--- src/rtl/nibble_serial_adder_pkg.sv ---
// Shared types and constants for the nibble-serial adder.
// The nibble width is fixed by the single 4-bit adder slice.
package nibble_serial_adder_pkg;

   localparam int NIBBLE_W = 4;

   typedef enum logic [1:0] {
      IDLE = 2'd0,
      RUN  = 2'd1,
      DONE = 2'd2
   } state_t;

endpackage

--- src/rtl/nibble_serial_adder_rca4_slice.sv ---
// Combinational 4-bit ripple-carry adder slice.
// The nibble-serial adder time-shares this one slice across all nibbles.
module nibble_serial_adder_rca4_slice
   import nibble_serial_adder_pkg::*;
(
   input  logic [NIBBLE_W-1:0] a,
   input  logic [NIBBLE_W-1:0] b,
   input  logic                ci,
   output logic [NIBBLE_W-1:0] s,
   output logic                co
);

   always_comb begin
      logic carry;
      carry = ci;
      s     = '0;
      for (int i = 0; i < NIBBLE_W; i++) begin
         s[i]  = a[i] ^ b[i] ^ carry;
         carry = (a[i] & b[i]) | (carry & (a[i] ^ b[i]));
      end
      co = carry;
   end

endmodule

--- src/rtl/nibble_serial_adder.sv ---
// Multi-word adder: one 4-bit nibble per clock through a single slice, valid/ready on both sides.
// Define NIBBLE_SERIAL_ADDER_OVF_EN to add the signed-overflow output ovf.
module nibble_serial_adder
   import nibble_serial_adder_pkg::*;
#(
   parameter int WIDTH = 16
)
(
   input  logic             clk,
   input  logic             rst,
   input  logic             in_valid,
   output logic             in_ready,
   input  logic [WIDTH-1:0] a,
   input  logic [WIDTH-1:0] b,
   input  logic             cin,
   output logic             out_valid,
   input  logic             out_ready,
   output logic [WIDTH-1:0] sum,
   output logic             cout,
   output logic             busy
`ifdef NIBBLE_SERIAL_ADDER_OVF_EN
   ,
   output logic             ovf
`endif
);

   localparam int NIB = WIDTH / NIBBLE_W;
   localparam int KW  = (NIB > 1) ? $clog2(NIB) : 1;

   if (WIDTH < NIBBLE_W || (WIDTH % NIBBLE_W) != 0) begin : g_bad_width
      $error("nibble_serial_adder: WIDTH must be a positive multiple of 4");
   end

   state_t              state;
   logic [KW-1:0]       k;
   logic [WIDTH-1:0]    a_reg;
   logic [WIDTH-1:0]    b_reg;
   logic [WIDTH-1:0]    sum_r;
   logic                carry;
   logic                cout_r;
   logic [NIBBLE_W-1:0] a_nib;
   logic [NIBBLE_W-1:0] b_nib;
   logic [NIBBLE_W-1:0] s_nib;
   logic                s_co;
   logic                last;

   always_comb begin
      a_nib = '0;
      b_nib = '0;
      for (int i = 0; i < NIB; i++) begin
         if (k == KW'(i)) begin
            a_nib = a_reg[i*NIBBLE_W +: NIBBLE_W];
            b_nib = b_reg[i*NIBBLE_W +: NIBBLE_W];
         end
      end
   end

   assign last = (k == KW'(NIB - 1));

   nibble_serial_adder_rca4_slice u_rca4_slice (
      .a  (a_nib),
      .b  (b_nib),
      .ci (carry),
      .s  (s_nib),
      .co (s_co)
   );

`ifdef NIBBLE_SERIAL_ADDER_OVF_EN
   logic ovf_r;
   logic msb_ci;
   // Carry into the slice MSB is recoverable from its sum bit and operand bits.
   assign msb_ci = s_nib[NIBBLE_W-1] ^ a_nib[NIBBLE_W-1] ^ b_nib[NIBBLE_W-1];
   assign ovf    = ovf_r;
`endif

   always_ff @(posedge clk) begin
      if (rst) begin
         state  <= IDLE;
         k      <= '0;
         a_reg  <= '0;
         b_reg  <= '0;
         sum_r  <= '0;
         carry  <= 1'b0;
         cout_r <= 1'b0;
`ifdef NIBBLE_SERIAL_ADDER_OVF_EN
         ovf_r  <= 1'b0;
`endif
      end else begin
         case (state)
            IDLE: begin
               if (in_valid) begin
                  a_reg <= a;
                  b_reg <= b;
                  carry <= cin;
                  k     <= '0;
                  state <= RUN;
               end
            end
            RUN: begin
               for (int i = 0; i < NIB; i++) begin
                  if (k == KW'(i)) sum_r[i*NIBBLE_W +: NIBBLE_W] <= s_nib;
               end
               carry <= s_co;
               k     <= k + 1'b1;
               if (last) begin
                  cout_r <= s_co;
`ifdef NIBBLE_SERIAL_ADDER_OVF_EN
                  ovf_r  <= msb_ci ^ s_co;
`endif
                  state  <= DONE;
               end
            end
            DONE: begin
               if (out_ready) state <= IDLE;
            end
            default: state <= IDLE;
         endcase
      end
   end

   assign in_ready  = (state == IDLE);
   assign out_valid = (state == DONE);
   assign busy      = (state == RUN) || (state == DONE);
   assign sum       = sum_r;
   assign cout      = cout_r;

endmodule

--- config.mk ---
export PLATFORM = sky130hd
export DESIGN_NAME = nibble_serial_adder
export DESIGN_NICKNAME = d
export VERILOG_FILES = /design/src/rtl/nibble_serial_adder_pkg.sv /design/src/rtl/nibble_serial_adder_rca4_slice.sv /design/src/rtl/nibble_serial_adder.sv
export SDC_FILE = /design/constraint.sdc
export NUM_CORES = 1
export LEC_CHECK = 0
export ABC_CLOCK_PERIOD_IN_PS = 6200
export BUFFER_PORTS_ARGS = -buffer_cell sky130_fd_sc_hd__buf_2
export CAP_MARGIN = 40
export CORE_UTILIZATION = 40
export DETAILED_ROUTE_END_ITERATION = 10
export GPL_TIMING_DRIVEN = 0
export HOLD_SLACK_MARGIN = 0.15
export SYNTH_ARGS = -nofsm -noshare
export SYNTH_HDL_FRONTEND = slang
export SYNTH_SLANG_ARGS = --single-unit
--- constraint.sdc ---
create_clock -name clk -period 6.2 [get_ports clk]
set_input_delay 1.24 -clock clk [delete_from_list [all_inputs] [get_ports clk]]
set_output_delay 1.24 -clock clk [all_outputs]
set_load 0.02 [all_outputs]
==> impl_metrics.toml <==
[power]
cell_internal_pwr_w = 0.0006781
p_clk_frac = 0.226
seq_power_share = 0.394
power_density_nw_per_um2 = 368.0
switching_share = 0.3715
p_comb_frac = 0.380
ir_worst_vdd_uv = 153.0
power_leakage_nw = 1.216
p_sw_w = 0.0004008

[worst_setup_path]
worstPathRequired_ns = 6.44
worstPathArrival_ns = 3.61
endpoint_kind = "register"
worstSetupPathType = "reg -> reg"
worstPathMaxFanout = 10
reg2reg_slack_ns = 2.83
rr_worst_depth = 13
crit-reg2reg-launch = "k[1]$_SDFFE_PP0P_"
crit_path_start = "k[1]$_SDFFE_PP0P_"
crit_path_start_kind = "register"
worstReg2RegEnd = "sum[3]$_SDFFE_PP0P_"

[cts]
insertion_delay_ns = 0.31
root_buffer = "clkbuf_8"
cts_max_level = 2
clockBufferDepth = 2
ctsResizeCount = 0
cts_hold_buf = 0
clk_pin_slew_ns = 0.10
post_cts_buffers = 0
tritoncts = "built"
numCtsBuffers = 5
clock-sinks = 54

[sta]
fin_tns_setup_ns = 0
setup_ws_ns = 2.835
worst_slew_pin_slew_ns = 0.5722
slew_headroom = 0.6185
rsz0062_at_grt = "no"
finalCritPeriodShare = 0.5428
finalHoldViolCount = 0
clock_skew_ns = 0.005546
min_period_ns = 3.365
finalSetupViolCount = 0
slew_violations = 0
fmax_mhz = 297.1

[grt]
overflow = 0
grt_max_degree = 16
grt_use_total = 0.2084
grt_pass1_vias = 2084
antenna_found_initial = 0
grt_pass1_wl_microns = 10040

[synth]
ys_ff_latch = 54
synth_area_leaders = "dfxtp_1, nand2_1, a21oi_1"
syn_inst = 312
post-synth-top-count-cell = "nand2_1"
synth_cell_types = 29
synth_top_area_frac = 0.4422
ys_async_sr_fraction = 0
synth_fp_nets = 360
synth_edf_count = 0
synth_warnings = 0
synth_common_cells = "nand2_1, a21oi_1, dfxtp_1"
yosysTopAreaCell = "dfxtp_1"
avgSynthCellArea_sq_um = 7.836
synth_area_sq_um = 2445
synth_seq_area_share = 0.4422
synth_top_flop_cell = "dfxtp_1"

[place]
hpwlAfterDp_microns = 4481
routabilityCongestion = 0.8204
numPortBuffers = 56
pre_cts_ws_ns = 2.850

[hold_path]
hold_end = "sum[5]$_SDFFE_PP0P_"
hold_class = "reg -> reg"
hold_depth = 2
worstHoldStart = "sum[5]$_SDFFE_PP0P_"

[floorplanning]
dieArea_sq_um = 6429
chipWidth_microns = 80.18
ios = 57
fp.dieH_microns = 80.18
rows = 28
core_area_sq_um = 5921
start_util = 0.4129

[routing]
num_vias = 2243
drt-wirelength-per-cell_microns = 13.53
viasPerCell = 4.984
drtPass1Iterations = 4
first_iter_violations = 69
drt_wl_total_microns = 6088
ant_nets = 0
drc = 0

[run_status]
run_status = "completed"

[final_layout]
n_antenna_cell = 0
final_layout_size_suffix_gt1_frac = 0.2133
syn_to_final_growth_pct = 19.91
fillers = 638
final_net_count = 423

[run]
drv_cap = 0
-- power groups by stage --
stage | sequential [W] | combinational (W) | clock (W)
after floorplan | 0.000437 | 0.000295 | 0
after global placement | 0.000432 | 0.000409 | 0
after detailed placement | 0.000433 | 0.000413 | 0
after CTS | 0.000425 | 0.000414 | 0.000246
after global routing | 0.000431 | 0.000467 | 0.000262
final | 0.000425 | 0.000410 | 0.000244
-- stage by stage --
| step | cells | cell area [sq um] | hold WS [ns] | utilization | power, W |
|---|---|---|---|---|---|
| after global routing | 450 | 2932 | 0.4787 | 0.4951 | 0.001160 |
| after floorplan | 312 | 2445 | 0.4363 | - | 0.0007319 |
| after detailed placement | 443 | 2819 | 0.4468 | 0.4761 | 0.0008462 |
| final | 450 | 2932 | 0.4561 | 0.4951 | 0.001079 |
| after CTS | 450 | 2932 | 0.4602 | 0.4951 | 0.001086 |
| after global placement | 443 | 2819 | 0.4407 | 0.4761 | 0.0008409 |
-- cells by family (layout without fill, tap and decap cells) --
logic type      Yosys count  count (layout)  synth area share
compound gates           91              91            0.2119
fa+ha+maj                11              11           0.06858
buf+inv                  38             101           0.07472
flops                    54              54            0.4422
mux                       1               1          0.004094
simple gates            117             117            0.1986
-- layout by cell type, fill, tap and decap left out --
cell / n
a22oi_1: 2
o21ai_0: 8
and2_1: 1
buf_1: 2
nand3_1: 14
clkbuf_8: 6
nor3b_1: 1
mux2i_1: 1
dfxtp_1: 54
ha_1: 7
inv_1: 15
nand2b_1: 2
and3_1: 1
a21oi_1: 66
a2111oi_2: 1
nor2b_1: 2
a22o_1: 6
buf_2: 67
buf_4: 1
buf_6: 3
nand2b_2: 1
o31ai_1: 2
a32oi_1: 1
fa_1: 4
a311oi_1: 4
bufinv_16: 1
nor2_1: 2
clkbuf_1: 6
o22ai_1: 1
nand4_1: 2
nand2_1: 91
-- per-layer routing --
layer | wire (microns) | vias up | share of wire | track usage
met5 | 0 | - | 0 | 0
met1 | 2887 | 1013 | 0.47 | 0.2777
met2 | 2851 | 53 | 0.47 | 0.3436
met4 | 68 | 0 | 0.011 | 0.06071
li1 | - | 1170 | - | -
met3 | 281 | 7 | 0.046 | 0.03636
-- worst max-delay path: stages, from the launching register on --
cell and delay [ns]:
dfxtp_1 0.39, inv_1 0.08, ha_1 0.24, clkbuf_1 0.25
a21oi_1 0.18, o21ai_0 0.09, a22oi_1 0.22, fa_1 0.23
inv_1 0.05, fa_1 0.37, fa_1 0.39, fa_1 0.58
nand3_1 0.10, a21oi_1 0.13
-- worst max path at each step --
stage | endpoint | slack, ns | depth (start not counted)
2_1_floorplan | carry$_SDFFE_PP0P_ | 3.21 | 13
3_3_place_gp | sum[3]$_SDFFE_PP0P_ | 2.88 | 13
3_5_place_dp | sum[3]$_SDFFE_PP0P_ | 2.85 | 13
4_1_cts | sum[3]$_SDFFE_PP0P_ | 2.82 | 13
5_1_grt | sum[15]$_SDFFE_PP0P_ | 2.57 | 13
6_report | sum[3]$_SDFFE_PP0P_ | 2.83 | 13
-- layout make-up --
class / count / area, sq um / share of cell area
Tap cell: 75 / 93.84 / 0.03201
Clock inverter: 1 / 30.03 / 0.01024
Clock buffer: 6 / 82.58 / 0.02817
Buffer: 23 / 126.4 / 0.04311
Multi-Input combinational cell: 220 / 1181 / 0.4029
Sequential cell: 54 / 1081 / 0.3688
Inverter: 15 / 56.30 / 0.01921
Timing Repair Buffer: 56 / 280.3 / 0.09560
Power figures use the tool's default switching activity.
